`src/rtl/pipe_stage_skid_reg.sv`:
```
// Pipeline stage register with a valid/ready handshake and a 2-entry skid buffer.
// Upstream ready comes straight from a flop; flush kills the control bits of held entries.
module pipe_stage_skid_reg #(
  parameter int CTRL_W = 2,
  parameter int DATA_W = 68
) (
  input  logic              clk,
  input  logic              rst,
  input  logic              flush,
  input  logic              s_valid,
  output logic              s_ready,
  input  logic [CTRL_W-1:0] s_ctrl,
  input  logic [DATA_W-1:0] s_data,
  output logic              m_valid,
  input  logic              m_ready,
  output logic [CTRL_W-1:0] m_ctrl,
  output logic [DATA_W-1:0] m_data,
  output logic [1:0]        occupancy
);

  logic              main_v, skid_v;
  logic [CTRL_W-1:0] main_ctrl, skid_ctrl;
  logic [DATA_W-1:0] main_data, skid_data;
  logic              push, pop;

  // skid_v is only ever set while main_v is set, so the skid slot is always the younger entry
  assign push = s_valid & ~skid_v;
  assign pop  = main_v & m_ready;

  always_ff @(posedge clk or negedge rst) begin
    if (!rst) begin
      main_v    <= 1'b0;
      skid_v    <= 1'b0;
      main_ctrl <= '0;
      skid_ctrl <= '0;
      main_data <= '0;
      skid_data <= '0;
    end else if (flush) begin
      // Only the control bits are killed; payload flops keep their last value
      main_v    <= 1'b0;
      skid_v    <= 1'b0;
      main_ctrl <= '0;
      skid_ctrl <= '0;
    end else if (skid_v) begin
      if (pop) begin
        main_ctrl <= skid_ctrl;
        main_data <= skid_data;
        skid_v    <= 1'b0;
      end
    end else begin
      if (push && (!main_v || pop)) begin
        main_v    <= 1'b1;
        main_ctrl <= s_ctrl;
        main_data <= s_data;
      end else if (push) begin
        skid_v    <= 1'b1;
        skid_ctrl <= s_ctrl;
        skid_data <= s_data;
      end else if (pop) begin
        main_v    <= 1'b0;
        main_ctrl <= '0;
      end
    end
  end

  assign s_ready   = ~skid_v;
  assign m_valid   = main_v;
  assign m_ctrl    = main_v ? main_ctrl : '0;
  assign m_data    = main_data;
  assign occupancy = {1'b0, main_v} + {1'b0, skid_v};

endmodule

```
`config.mk`:
```
export PLATFORM = sky130hd
export DESIGN_NAME = pipe_stage_skid_reg
export DESIGN_NICKNAME = d
export VERILOG_FILES = /design/src/rtl/pipe_stage_skid_reg.sv
export SDC_FILE = /design/constraint.sdc
export NUM_CORES = 1
export LEC_CHECK = 0
export CAP_MARGIN = 15
export CORE_UTILIZATION = 54
export DETAILED_ROUTE_END_ITERATION = 16
export PLACE_DENSITY = 0.92
export SYNTH_ARGS = -nofsm -noshare
export SYNTH_HDL_FRONTEND = slang
export SYNTH_SLANG_ARGS = --single-unit
```
`constraint.sdc`:
```
create_clock -name clk -period 4.3 [get_ports clk]
set_input_delay 0.86 -clock clk [delete_from_list [all_inputs] [get_ports clk]]
set_output_delay 0.86 -clock clk [all_outputs]
set_load 0.02 [all_outputs]
```
; Word level (Yosys, flattened, before mapping)
; Index checks and enable logic that the tools add are counted.
[classes]
n_addsub = 1
n_eq_ne = 6
muxes = 24
bitwise_logic = 5
reduce_logical = 11
[ops]
columns = op, n
row1 = $mux 68, 3
row2 = $mux 2, 11
row3 = $reduce_and 3->1, 4
row4 = $mux 1, 10
row5 = $ne 3x2->1 const B, 2
row6 = $ne 2x2->1 const B, 2
row7 = $ne 4x3->1 const B, 1
row8 = $reduce_and 4->1, 1
row9 = $reduce_bool 2->1, 2
row10 = $not 1->1, 3
row11 = $reduce_bool 3->1, 1
row12 = $add 1x1->2, 1
row13 = $and 1x1->1, 2
row14 = $ne 2x1->1 const B, 1
row15 = $logic_and 1x1->1, 1
row16 = $logic_not 1->1, 1
row17 = $logic_or 1x1->1, 1
[word_totals]
ff_bits = 142
inputBits = 75
output_inout_bits = 74
wordCells = 53

; Longest topological paths before layout
; Gate-level depths: netlist of run 1.
[logic_depth]
ltp_word = 6
depth_mapped = 7
ltp_nobuf = 3

; Least setup slack after synthesis of run 1
; OpenSTA, ideal clock, no wires.
[synth_timing]
kind = input to register
startpoint = input port m_ready
endpoint = register skid_data[58]
setup_time_ns = 0.125
arrival_time_ns = 2.007
required_time_ns = 4.175
slack_ns = 2.167
path_stages = 6
n_path_buf = 3
path_cell_list = and4bb_4 > and2_1 > buf_6 > buf_6 > buf_8 > mux2_4
[synth_via]
elab_chain_cells = 5
[synth_rtl]
columns = item, line
row1 = "start, declared", 15  ; input logic m_ready,
row2 = $and 1x1->1, 28  ; assign pop = main_v & m_ready;
row3 = $logic_or 1x1->1, 51  ; if (push && (!main_v || pop)) begin
row4 = $logic_and 1x1->1, 51
row5 = $not 1->1 (no line), --
row6 = $reduce_and 4->1 (no line), --
row7 = "end signal, assigned", 58  ; skid_data <= s_data;
row8 = "end, declared", 23  ; logic [DATA_W-1:0] main_data, skid_data;
; No other way between the ends.
; A chain may end at the register's enable or synchronous reset.

; Worst setup path in the final report of run 1
[layout_timing]
startpoint = register skid_v
endpoint = output port occupancy[0]
[layout_via]
elab_chain_cells = 1
[layout_rtl]
columns = item, line
row1 = "start, declared", 21  ; logic main_v, skid_v;
row2 = "start signal, assigned", 33  ; skid_v <= 1'b0;
row3 = "start signal, assigned", 41  ; skid_v <= 1'b0;
row4 = "start signal, assigned", 48  ; skid_v <= 1'b0;
row5 = $add 1x1->2, 70  ; assign occupancy = {1'b0, main_v} + {1'b0, skid_v};
row6 = "end, declared", 18  ; output logic [1:0] occupancy
; No other way between the ends.

==> metrics.yaml, run 1 <==
status: "finished clean"
grt_max_degree: 110
max_freq_ghz: 0.318
synth_fp_nets: 475
dieArea_um2: 12000
syn-cell-area_um2: 6260
yosys_warnings: 0
swShare_pct: 26.0
worstPathArrival_ns: 2.28
fin_util_pct: 76.0
sequentialPowerShare_pct: 42.1
dpl.hpwl_um: 8590
dr.first_iter.drc_count: 145
crit_slowest_cell: "dfrtp_2"
layout_setup_ws_ns: 1.16
grt_pass1_wl_um: 20500
yosysSeqAreaShare_pct: 56.8
yosysTopAreaCell: "dfrtp_1"
drv_slew: 0
drive_gt1_share_pct: 41.1
dpl_worst_slack_ns: 1.10
hp-class: "flop to flop"
fillerInstances: 700
fin_tns_setup_ns: 0
irDropWorstVdd_mv: 0.376
internal-power_uw: 3210
yosys.area.top_type_share_pct: 56.8
holdWs_ns: 0.484
port_buffers: 148
routed_wl_um: 13000
clkPwrFrac_pct: 34.8
vias: 3819
ctsHoldBuffers: 0
mostFrequentLayoutCell: "mux2_2"
path_cells: "ha_1, clkdlybuf4s50_1"
crit_type: "flop to output port"
combPwrFrac_pct: 23.1
cap_violations: 0
antenna_found_initial: 0
cts_tree: "done"
diodes: 0
wl_per_cell_um: 18.6
grt_pass1_vias: 4193
detail-route-antenna-nets: 0
start_util_pct: 56.5
seqCellArea_um2: 3550
synthCells: 399
path_clk_slew_ns: 0.06
slew_headroom_pct: 32.1
p_leak_uw: 0.00350
finalHoldViolations: 0
multi_input_area_um2: 2530
clk_latency_ns: 0.42
post_cts_buffers: 0
synth_cell_type_count: 26
coreArea_um2: 11100
dr.pass1.iters: 4
ctsHtreeMaxLevel: 4
p_per_area_nw_per_um2: 516
layout_min_cycle_time_ns: 3.14
fin_crit_sh_pct: 73.1
area_growth_syn_to_layout_pct: 34.6
synth-seq-cells: 142
clock_skew_ns: 0.00582
die_h_um: 110
cts_root_buf: "clkbuf_16"
fp-row-count: 38
setup-violations-final: 0
ios: 149
cts-resized-gates: 0
final_cell_mix: "mux2_2 (180), clkdlybuf4s50_1 (147), dfrtp_1 (141)"
synth_area_leaders: "dfrtp_1 (57%), mux2_2 (32%), mux2_1 (3.1%)"
cpPeakStageDelay_ns: 0.94
grt_use_total_pct: 23.2
vias_per_cell: 5.46
cp-start-kind: "flop"
critPathRequiredTime_ns: 3.44
globalplace.congestion: 0.755
grt_overflow: 0
crit_buf_inv: 1
fp.dieW_um: 110
avgSynthCellArea_um2: 15.7
final_nets: 622
p_switching_uw: 1130
crit_family: "flip-flops"
rsz0062_at_grt: "no"
route.detailed.drc: 0
crit_path_end_kind: "output port"
crit_fanout: 38
worst_pin_slew_ns: 1.02
cts_buffer_depth: 2
numCtsBuffers: 17
cts_num_sinks: 142
area by class of cell:
cell class / instances / area share (%)
Sequential cell: 142 / 42.2
Multi-Input combinational cell: 228 / 30.0
Timing Repair Buffer: 152 / 18.1
Clock buffer: 22 / 5.75
Tap cell: 140 / 2.08
Clock inverter: 10 / 1.60
Inverter: 5 / 0.223
sequential cells by signal, summed over array words and instances (netlist names):
register and count:
main_ctrl 2, m_valid 1, skid_ctrl 2, skid_v 1
skid_data 68, m_data 68
power groups by stage:
stage | Sequential, µW | Clock [µW] | Combinational [µW]
final | 1830 | 1510 | 1000
after global routing | 1860 | 1590 | 1070
after CTS | 1830 | 1540 | 1020
after detailed placement | 1850 | 0 | 1010
after global placement | 1820 | 0 | 975
after floorplan | 1970 | 0 | 388
routing by layer:
metal / global-route usage [%] / wire, µm / up-vias
met3: 7.59 / 760 / 30
met4: 11.2 / 364 / 0
met5: 0 / 0 / -
met1: 26.2 / 5180 / 1950
met2: 39.6 / 6670 / 124
li1: - / - / 1715
stage by stage:
stage	instance area, µm²	std cells	total power [µW]
detailed placement	7800	667	2860
CTS	8420	699	4390
global placement	7800	667	2800
floorplan	6260	399	2360
finish	8420	699	4350
global route	8420	699	4520
synthesized netlist by cell type (all sizes together):
cell type / n
nand3b: 2
and4bb: 1
nand2b: 1
ha: 1
o21ai: 1
mux2: 206
nand2: 2
buf: 23
mux2i: 2
clkbuf: 1
o211ai: 1
dfrtp: 142
a31o: 1
nor2b: 1
a21oi: 1
o41ai: 2
inv: 5
a211oi: 1
and2: 3
nor2: 2
worst paths after layout:
check / start / to / slack [ns] / cells after the start
hold / removal: m_data[17] / m_data[17] / 0.48 / 1
max in group asynchronous: rst / skid_data[45] / 2.73 / 2
min in group asynchronous: rst / m_data[17] / 0.56 / 1
hold reg to reg: m_data[17] / m_data[17] / 0.48 / 1
setup reg to reg: skid_v / m_data[39] / 1.44 / 4
setup / recovery: skid_v / occupancy[0] / 1.16 / 2
cell families (layout without fill, tap and decap cells):
group | after synthesis | in the layout | synth area share, %
compound gates | 7 | 7 | 0.900
buf+inv | 29 | 189 | 2.94
mux | 208 | 208 | 37.9
fa+ha+maj | 1 | 1 | 0.200
flops | 142 | 142 | 56.8
simple gates | 12 | 12 | 1.24
Note: power is estimated with default switching activity, not from simulation.
==> inputs of run 2 (changes only) <==
--- a/config.mk
+++ b/config.mk
@@ -6,9 +6,9 @@
 export NUM_CORES = 1
 export LEC_CHECK = 0
 export CAP_MARGIN = 15
-export CORE_UTILIZATION = 54
+export CORE_UTILIZATION = 50
 export DETAILED_ROUTE_END_ITERATION = 16
-export PLACE_DENSITY = 0.92
+export PLACE_DENSITY = 0.86
 export SYNTH_ARGS = -nofsm -noshare
 export SYNTH_HDL_FRONTEND = slang
 export SYNTH_SLANG_ARGS = --single-unit
==> constraint.sdc (replaced) <==
create_clock -name clk -period 3.1 [get_ports clk]
set_input_delay 0.62 -clock clk [delete_from_list [all_inputs] [get_ports clk]]
set_output_delay 0.62 -clock clk [all_outputs]
set_load 0.02 [all_outputs]
==> run 2 against run 1 <==
Worst hold slack worse by 0.28 ns. Die area is 7.9% higher. First-iteration DRC count up 14%. Critical path depth did not move. Register-to-register slack got worse by 0.74 ns. Utilization down 6.5 points. Clock power increased by 21%. Setup slack got worse by 0.66 ns. Flip-flop and latch count stayed put. Clock-buffer cell count is the same. Critical path type unchanged. Largest power group unchanged.
==> metrics.yaml, run 2 (synthesis gave the netlist of run 1 again) <==
hp-class: "primary input to async pin"
fin_crit_sh_pct: 84.0
grt_util_met3_pct: 7.65
grt_pass1_vias: 4163
start_util_pct: 51.7
clock_skew_ns: 0.00807
fin_util_pct: 69.5
endpoint: "occupancy[0]"
worst_pin_slew_ns: 0.641
numCtsBuffers: 17
final_nets: 626
crit_type: "flop to output port"
drv_slew: 0
diodes: 0
slew_headroom_pct: 57.3
post_cts_buffers: 0
fp.dieW_um: 114
final_cell_mix: "mux2_2 (180), clkdlybuf4s50_1 (147), dfrtp_1 (141)"
irDropWorstVdd_mv: 0.646
area_growth_syn_to_layout_pct: 34.6
layout_min_cycle_time_ns: 2.60
grt_overflow: 0
status: "finished clean"
met2_usage_pct: 35.5
critPathRequiredTime_ns: 2.48
grt_pass1_wl_um: 21100
globalplace.congestion: 0.770
finalHoldViolations: 0
coreArea_um2: 12100
cts_buffer_depth: 2
port_buffers: 148
p_per_area_nw_per_um2: 683
antenna_found_initial: 0
cp-startpoint: "skid_v"
setup-violations-final: 0
r2r_slack_ns: 0.70
dr.pass1.iters: 4
grt_max_degree: 73
crit_path_end_kind: "output port"
grt_busiest_layer: "met2"
die_h_um: 114
dieArea_um2: 13000
detail-route-antenna-nets: 0
cts_num_sinks: 142
fillerInstances: 856
cp-start-kind: "flop"
cts_root_buf: "clkbuf_16"
reg2reg_depth: 5
max_freq_ghz: 0.384
cts_tree: "done"
fin_tns_setup_ns: 0
crit_fanout: 27
ctsHoldBuffers: 0
routed_wl_um: 12800
dr.first_iter.drc_count: 165
route.detailed.drc: 0
rsz0062_at_grt: "no"
path_clk_slew_ns: 0.06
ios: 149
use_met1_pct: 26.4
placed_cells: 699
cts-resized-gates: 0
cap_violations: 0
wl_per_cell_um: 17.5
vias: 3798
layout.cells.non_filler: 729
vias_per_cell: 5.21
worstPathArrival_ns: 1.98
drive_gt1_share_pct: 40.8
mostFrequentLayoutCell: "mux2_2"
rr_startpoint: "skid_v"
clk_latency_ns: 0.41
p_total_uw: 5750
ctsHtreeMaxLevel: 4
dpl.hpwl_um: 8550
p_leak_uw: 0.00350
fp-row-count: 40
grt_use_total_pct: 21.2
r2r-end: "m_data[44]"
==> run 2: cell types whose count changed in the layout (fill, tap and decap cells not counted), sizes merged <==
cell | before | now
clkinv | 3 | 7
bufinv | 3 | 1
buf | 5 | 9
clkinvlp | 4 | 0
==> run 2: layout make-up <==
class	instances	area, µm²	area share (%)
Sequential cell	142	3560	42.2
Clock buffer	22	454	5.39
Clock inverter	8	68.8	0.817
Tap cell	168	210	2.50
Inverter	5	18.8	0.223
Multi-Input combinational cell	228	2530	30.0
Timing Repair Buffer	156	1580	18.8
==> run 2: per-stage QoR <==
step	worst slack, ns	hold WS [ns]	cell area (µm²)
final	0.495	0.206	8420
after global routing	0.425	0.261	8420
after CTS	0.465	0.227	8420
after detailed placement	0.437	0.479	7900
after global placement	0.492	0.468	7900
after floorplan	1.21	0.324	6260
==> run 2: worst min path at each step <==
stage	startpoint	end	cells past startpoint
floorplan	rst	m_data[0]	0
finish	rst	m_data[33]	1
CTS	rst	m_data[33]	1
global placement	m_data[19]	m_data[19]	1
detailed placement	m_data[14]	m_data[14]	1
global route	rst	skid_data[31]	1
==> run 2: metal layers <==
metal	routed length [µm]	share of wire (%)
met1	5530	43
met2	6320	50
met3	807	6.3
met4	99	0.78
met5	0	0
==> run 2: critical path, stage by stage, from the launching register on <==
cell and delay [ns]:
dfrtp_4 0.64, ha_1 0.34, clkdlybuf4s50_1 0.59
==> run 2: power by group <==
part / leakage (µW) / internal [µW] / switching (µW)
logic: 0.00152 / 823 / 573
clock network: 0.000263 / 1110 / 714
registers: 0.00171 / 2290 / 239
total: 0.00350 / 4220 / 1530
